### src/rtl/miinst_issue_queue_pkg.sv
// Shared micro-instruction types, group size and constructor for the issue queue.
package miinst_issue_queue_pkg;

  localparam int unsigned MQ_N  = 4;
  localparam int unsigned MQ_KW = $clog2(MQ_N + 1);
  localparam int unsigned MQ_IW = $clog2(MQ_N);

  typedef enum logic [3:0] {
    MIOP_NOP    = 4'd0,
    MIOP_ADDI   = 4'd1,
    MIOP_ADD    = 4'd2,
    MIOP_LOAD   = 4'd3,
    MIOP_STORE  = 4'd4,
    MIOP_BRANCH = 4'd5
  } miop_t;

  typedef enum logic [1:0] {
    BMD_8  = 2'd0,
    BMD_16 = 2'd1,
    BMD_32 = 2'd2
  } bmd_t;

  typedef struct packed {
    miop_t       op;
    logic [2:0]  rd;
    logic [2:0]  rs1;
    logic [2:0]  rs2;
    logic [15:0] imm;
    bmd_t        bmd;
    logic        lock;
  } miinst_t;

  function automatic miinst_t make_miinst(input miop_t op, input logic [2:0] rd,
                                          input logic [2:0] rs1, input logic [2:0] rs2,
                                          input logic [15:0] imm, input bmd_t bmd,
                                          input logic lock);
    miinst_t m;
    m.op   = op;
    m.rd   = rd;
    m.rs1  = rs1;
    m.rs2  = rs2;
    m.imm  = imm;
    m.bmd  = bmd;
    m.lock = lock;
    return m;
  endfunction

  localparam miinst_t MIINST_NOP = make_miinst(MIOP_NOP, 3'd0, 3'd0, 3'd0, 16'd0, BMD_32, 1'b0);

endpackage

### src/rtl/miinst_issue_queue_nop_compactor.sv
// Combinational group compactor. With MIINST_NOP_SKIP_EN defined, NOP entries
// are squeezed out and the survivors packed from index 0; otherwise pass-through.
module miinst_nop_compactor
  import miinst_issue_queue_pkg::*;
(
  input  miinst_t [MQ_N-1:0] in_miinst,
  output miinst_t [MQ_N-1:0] cmp_miinst_c,
  output logic [MQ_KW-1:0]   k_c
);

`ifdef MIINST_NOP_SKIP_EN
  // Pack non-NOP entries in arrival order and count them.
  always_comb begin
    logic [MQ_KW-1:0] cnt;
    cmp_miinst_c = {MQ_N{MIINST_NOP}};
    cnt          = '0;
    for (int i = 0; i < MQ_N; i++) begin
      if (in_miinst[i].op != MIOP_NOP) begin
        cmp_miinst_c[cnt[MQ_IW-1:0]] = in_miinst[i];
        cnt = cnt + MQ_KW'(1);
      end
    end
    k_c = cnt;
  end
`else
  assign cmp_miinst_c = in_miinst;
  assign k_c          = MQ_KW'(MQ_N);
`endif

endmodule

### src/rtl/miinst_issue_queue.sv
// Circular FIFO taking MQ_N micro-instructions per cycle from decode and issuing
// one per cycle under valid/ready. Optional feature macro: MIINST_NOP_SKIP_EN
// (drop NOP entries at enqueue).
module miinst_issue_queue
  import miinst_issue_queue_pkg::*;
#(
  parameter int unsigned DEPTH = 16
) (
  input  logic                     clk,
  input  logic                     reset,
  input  logic                     flush,
  input  logic                     in_valid,
  input  miinst_t [MQ_N-1:0]       in_miinst,
  output logic                     in_ready,
  output logic                     out_valid,
  output miinst_t                  out_miinst,
  input  logic                     out_ready,
  output logic [$clog2(DEPTH):0]   count
);

  localparam int unsigned PW = $clog2(DEPTH);
  localparam int unsigned CW = PW + 1;

  miinst_t            mem [DEPTH];
  logic [PW-1:0]      wr_ptr;
  logic [PW-1:0]      rd_ptr;
  miinst_t [MQ_N-1:0] cmp_miinst;
  logic [MQ_KW-1:0]   cmp_k;
  logic               enq;
  logic               deq;

  miinst_nop_compactor u_compactor (
    .in_miinst    (in_miinst),
    .cmp_miinst_c (cmp_miinst),
    .k_c          (cmp_k)
  );

  // Handshake flags depend only on stored occupancy.
  assign in_ready   = (count <= CW'(DEPTH - MQ_N));
  assign out_valid  = (count != '0);
  assign out_miinst = out_valid ? mem[rd_ptr] : MIINST_NOP;

  assign enq = in_valid && in_ready && !flush;
  assign deq = out_valid && out_ready && !flush;

  // Pointer and occupancy bookkeeping; flush wins over enqueue/dequeue.
  always_ff @(posedge clk or posedge reset) begin
    if (reset) begin
      wr_ptr <= '0;
      rd_ptr <= '0;
      count  <= '0;
    end else if (flush) begin
      wr_ptr <= '0;
      rd_ptr <= '0;
      count  <= '0;
    end else begin
      if (enq) wr_ptr <= wr_ptr + PW'(cmp_k);
      if (deq) rd_ptr <= rd_ptr + PW'(1);
      count <= count + (enq ? CW'(cmp_k) : CW'(0)) - (deq ? CW'(1) : CW'(0));
    end
  end

  // Storage write of the compacted group; contents need no reset.
  always_ff @(posedge clk) begin
    if (enq) begin
      for (int i = 0; i < MQ_N; i++) begin
        if (MQ_KW'(i) < cmp_k) mem[wr_ptr + PW'(i)] <= cmp_miinst[i];
      end
    end
  end

endmodule

### config.mk
export PLATFORM = sky130hd
export DESIGN_NAME = miinst_issue_queue
export DESIGN_NICKNAME = d
export VERILOG_FILES = /design/src/rtl/miinst_issue_queue_pkg.sv /design/src/rtl/miinst_issue_queue_nop_compactor.sv /design/src/rtl/miinst_issue_queue.sv
export SDC_FILE = /design/constraint.sdc
export NUM_CORES = 1
export LEC_CHECK = 0
export BUFFER_PORTS_ARGS = -buffer_cell sky130_fd_sc_hd__buf_2
export CORE_AREA = 3 3 238 217
export DETAILED_ROUTE_END_ITERATION = 10
export DIE_AREA = 0 0 241 220
export GPL_TIMING_DRIVEN = 0
export HOLD_SLACK_MARGIN = 0.12
export PLACE_DENSITY = 0.67
export SYNTH_ARGS = -nofsm -noshare
export SYNTH_HDL_FRONTEND = slang
export SYNTH_SLANG_ARGS = --single-unit
### constraint.sdc
create_clock -name clk -period 13.6 [get_ports clk]
set_input_delay 2.72 -clock clk [delete_from_list [all_inputs] [get_ports clk]]
set_output_delay 2.72 -clock clk [all_outputs]
set_load 0.1 [all_outputs]
# After elaboration in Yosys (flattened, before gate mapping)
# Memory sizes are Yosys's and may differ from the RTL's.
# Cells that the tools add are included.
[totals]
ff_bits = 13
ramBits = 512
input_bits = 133
output_inout_bits = 39
word_cells = 30
n_memories = 1
[classes]
n_addsub = 7
order_cmp = 1
muxes = 10
n_reduce_logical = 8
[memory_table]
columns = ["memory", "depth", "word_bits", "read_ports", "rd_ports_with_merged_regs", "write_ports", "line", "text"]
rows = [
  ["mem", 16, 32, 1, 0, 4, "miinst_issue_queue.sv:24", "miinst_t mem [DEPTH];"],
]
[ops]
columns = ["op", "count"]
rows = [
  ["$mux 32", 1],
  ["$mux 4", 4],
  ["$add 4x1->4 const B", 2],
  ["$add 4x2->4 const B", 2],
  ["$add 5x3->5", 1],
  ["$le 5x4->1 const B", 1],
  ["$mux 5", 1],
  ["$reduce_bool 5->1", 1],
  ["$sub 5x1->5", 1],
  ["$add 4x3->4 const B", 1],
  ["$logic_and 1x1->1", 4],
  ["$reduce_bool 2->1", 2],
  ["$mux 1", 3],
  ["$mux 3", 1],
  ["$logic_not 1->1", 1],
]

# Depth between registers and ports, before layout
[depth]
ltp_word = 7
ltp_mapped = 13
mapped_depth_nobuf = 11

# Hierarchy
# From an unflattened synthesis, not the netlist that was laid out.
[hier_totals]
cells_unflattened = 3404
area_unflattened_um2 = 35861.9
[modules_own_cells]
columns = ["module", "n_inst", "cells_each", "area_per_inst_um2", "seq_area_each_um2"]
rows = [
  ["miinst_issue_queue", 1, 3271, 34870.9, 15700.1],
  ["miinst_nop_compactor", 1, 133, 991.0, 0.0],
]

# Worst setup path after synthesis
# No wires, ideal clock.
[synth_timing]
path_type = "in2reg"
from = "input port flush"
to = "memory mem[10][0] in the netlist's numbering (enable)"
setup_time_ns = 0.602
t_arrival_ns = 7.844
t_required_ns = 12.998
slack_ns = 5.155
cell_stages = 2
path_buffers = 0
path_cell_list = "nand3b_1 > a311oi_1"
[synth_rtl]
columns = ["item", "line", "text"]
rows = [
  ["start, declared", "miinst_issue_queue.sv:11", "input logic flush,"],
  ["end, declared", "miinst_issue_queue.sv:24", ""],
]

==> results list <==
* Run status: finished clean
* Power density over cell area: 182 mW/mm2
- In the final routed layout, each cell accounts on average for 31.9 um.
- Of the available clock period, the critical path in the final layout requires 0.492.
* Routability Congestion: 0.855
* Fraction of layout instances using a drive strength above 1: 0.269
* I/O Buffers: 171
- Leak: 11.2 nW
* Cell at the slowest stage of the critical path: clkbuf_1
- Critical path data required time: 10.88 ns
- Vias in the first global route: 16.3k
- DRT Pass-1 Iters: 5
- Data on the critical path arrives at its endpoint at 3.97 ns.
- Area inside the core boundary: 0.0491 mm2
- Synthesis produced 1515 cells.
* Sinks on the clock net: 523
* Sequential share of the synthesized area: 0.637
- Setup repair after global routing left no endpoint under its margin.
- Cell Rows: 77
- Summing every instance area after synthesis gives 0.0246 mm2.
* Path type of the worst setup path: register to primary output
* Layout fillers: 3800
- The H-tree was split into 2 levels.
- Total wire length: 78000 um
- Slew at the pin closest to its max-slew limit: 1.29 ns
* CP cell instances: clkbuf_1 > clkbuf_1 > mux4_2 > mux2i_1 > o211ai_1 > buf_2
* Final hold violations: 0
* CTS Buffer Depth: 3
- The worst setup path is captured at a primary output.
* I/O Pins: 172
- In the routed layout, each cell is associated on average with a via count of 6.55.
- The number of setup buffers added after CTS is 0.
* Number of distinct library cells after synthesis: 33
- Setup Total Neg Slack: 0 ns
- Residual DRC: 0
- Synth warn: 0
- The die is 220 um tall.
* Clock slew at the register clock pins of the worst setup and hold paths: 0.06 ns
* Post-route worst setup slack: 6.91 ns
- Cell at the root of the clock tree: clkbuf_16
* Peak ir drop on the vdd network: 0.179 mV
- Pin count of the biggest net entering global routing: 42
* Total number of nets in the final design: 1916
* First-pass GRT wire length: 111000 um
- After the first detailed-routing iteration, the DRC count stood at 2136.
- Type of element launching the critical path: register
- TritonCTS built the clock tree.
- Top cell by count, worst path: clkbuf_1
- Max Cap Violations: 0
* Number of buffers added by the clock tree synthesis step: 52
* Remaining global-route overflow: 0
- Mean instance size in the synthesized netlist: 16.2 um2
- Number of hold buffers added after CTS: 0
- In the layout the commonest cells are 512 x edfxtp_1, 385 x a21o_1, 195 x buf_2.
- Effective utilization at floorplan: 0.500
- Tmin final: 6.69 ns
* Via Count: 16.0k
- The area growth from synthesis to layout is 16.3%.
* Number of pins exceeding their max-slew limit in the final report: 0
- Synthesized flop and latch total: 523
- The library cell used most frequently in the layout, excluding fill and tap cells, is edfxtp_1.
* Core occupancy in the finished layout: 0.582
- Resized Gates After CTS: 0
- Insertion delay to the later sink of the worst-skew pair: 0.61 ns
- For this run, the slowest stage of the critical path takes 0.88 ns.
- The detail route stage leaves a number of antenna-violating nets equal to 0.
- The initial antenna violation count was 3.
- In this run the worst hold path is classified as register to register.
- Setup violations remaining at the end of the flow were counted as 0.
* Post-Route Skew: 0.0209 ns
- Once detailed placement completed, the half-perimeter wirelength came to 51500 um.
- Final instance area: 0.0286 mm2
- Critical-path maximum fanout: 10
- The die is 241 um wide.
- Total routing resource utilization after global routing: 0.297
- Die area: 0.0530 mm2
* Placed cell area: 0.0269 mm2
* Worst setup slack before clock tree synthesis: 7.72 ns
- Rel. slew slack: 0.142
* Maximum frequency from static timing analysis: 149 MHz
- The number of nets handed over by synthesis was 1660.
[Yosys cell counts]
| cell type | count | share of area |
|---|---|---|
| nand4_1 | 1 | 0.00025 |
| mux2i_1 | 32 | 0.013 |
| nor2_1 | 11 | 0.0017 |
| fa_1 | 1 | 0.00081 |
| nand3b_1 | 5 | 0.0015 |
| a311oi_1 | 8 | 0.0029 |
| inv_1 | 13 | 0.0020 |
| buf_6 | 32 | 0.015 |
| and2_1 | 1 | 0.00025 |
| ha_1 | 11 | 0.0056 |
| buf_1 | 13 | 0.0020 |
| xor2_1 | 5 | 0.0018 |
| edfxtp_1 | 512 | 0.63 |
| o21ai_0 | 1 | 0.00020 |
| nand2_1 | 2 | 0.00031 |
| a22oi_1 | 1 | 0.00031 |
| xnor2_1 | 1 | 0.00036 |
| buf_4 | 16 | 0.0049 |
| and3_1 | 1 | 0.00025 |
| nand3_1 | 63 | 0.013 |
| clkbuf_1 | 61 | 0.0093 |
| a21oi_1 | 2 | 0.00041 |
| buf_2 | 24 | 0.0049 |
| dfrtp_1 | 11 | 0.011 |
| nor2b_1 | 130 | 0.033 |
| a21o_1 | 385 | 0.12 |
| or3b_1 | 1 | 0.00036 |
| a31oi_1 | 1 | 0.00025 |
| or4_1 | 1 | 0.00031 |
| o211ai_1 | 33 | 0.010 |
| nand2b_1 | 3 | 0.00076 |
| mux4_2 | 128 | 0.12 |
| a311oi_2 | 5 | 0.0031 |
[layout make-up]
| type | count | area [um2] | share of cell area |
|---|---|---|---|
| Timing Repair Buffer | 202 | 1420 | 0.0496 |
| Sequential cell | 523 | 15700 | 0.548 |
| Clock buffer | 63 | 1360 | 0.0477 |
| Antenna cell | 4 | 10.0 | 0.000350 |
| Buffer | 146 | 878 | 0.0307 |
| Clock inverter | 34 | 288 | 0.0101 |
| Tap cell | 632 | 791 | 0.0277 |
| Multi-Input combinational cell | 833 | 8130 | 0.285 |
| Inverter | 13 | 48.8 | 0.00171 |
[metrics by stage]
step / std cells / hold WS [ns] / power, W
after global placement: 2318 / 0.572 / 0.00373
after global routing: 2449 / 0.639 / 0.00535
after floorplan: 1515 / 0.538 / 0.00325
final: 2450 / 0.602 / 0.00520
after CTS: 2446 / 0.603 / 0.00520
after detailed placement: 2349 / 0.589 / 0.00379
[worst paths after layout]
path                                start       endpoint  slack (ns)  depth (start not counted)
min in group asynchronous           reset       count[0]        2.13                          2
worst max register to register   count[4]       count[4]        9.94                         13
worst min-delay path            wr_ptr[3]      wr_ptr[3]        0.60                          2
worst max-delay path            rd_ptr[1]  out_miinst[6]        6.91                          6
max in group asynchronous           reset      wr_ptr[2]       11.16                          2
worst min register to register  wr_ptr[3]      wr_ptr[3]        0.60                          2
[registers in the layout, summed over array words and instances, names as in the netlist]
| signal | cells |
|---|---|
| mem | 512 |
| wr_ptr | 2 |
| rd_ptr | 4 |
| count | 5 |
[where the power goes]
| part | internal [W] | switching (W) | total (W) |
|---|---|---|---|
| sequential | 0.00191 | 0.0000321 | 0.00194 |
| combinational | 0.000536 | 0.00129 | 0.00183 |
| clock | 0.000807 | 0.000624 | 0.00143 |
[worst max-delay path: cells and delay by family, from the launching register on]
kind / cells / cell delay, ns
DFF: 1 / 0.52
buffers and inverters: 3 / 1.87
AOI/OAI and AO/OA: 1 / 0.49
muxes: 2 / 0.47
[cells by family (layout without fill, tap and decap cells)]
group | Yosys count | in the layout | synth area share
compound gates | 436 | 436 | 0.135
xor+xnor | 6 | 6 | 0.00214
fa+ha+maj | 12 | 12 | 0.00642
buf+inv | 159 | 458 | 0.0377
flops | 523 | 523 | 0.637
mux | 160 | 160 | 0.130
other cells | 0 | 4 | 0
simple gates | 219 | 219 | 0.0516
[per-layer routing]
| metal | global-route usage | up-vias | routed length, um |
|---|---|---|---|
| met5 | 0 | - | 14 |
| met4 | 0.114 | 2 | 3140 |
| met3 | 0.0636 | 205 | 8440 |
| met2 | 0.473 | 1076 | 36800 |
| met1 | 0.403 | 8241 | 29600 |
| li1 | - | 6521 | - |
Power figures use the tool's default switching activity.
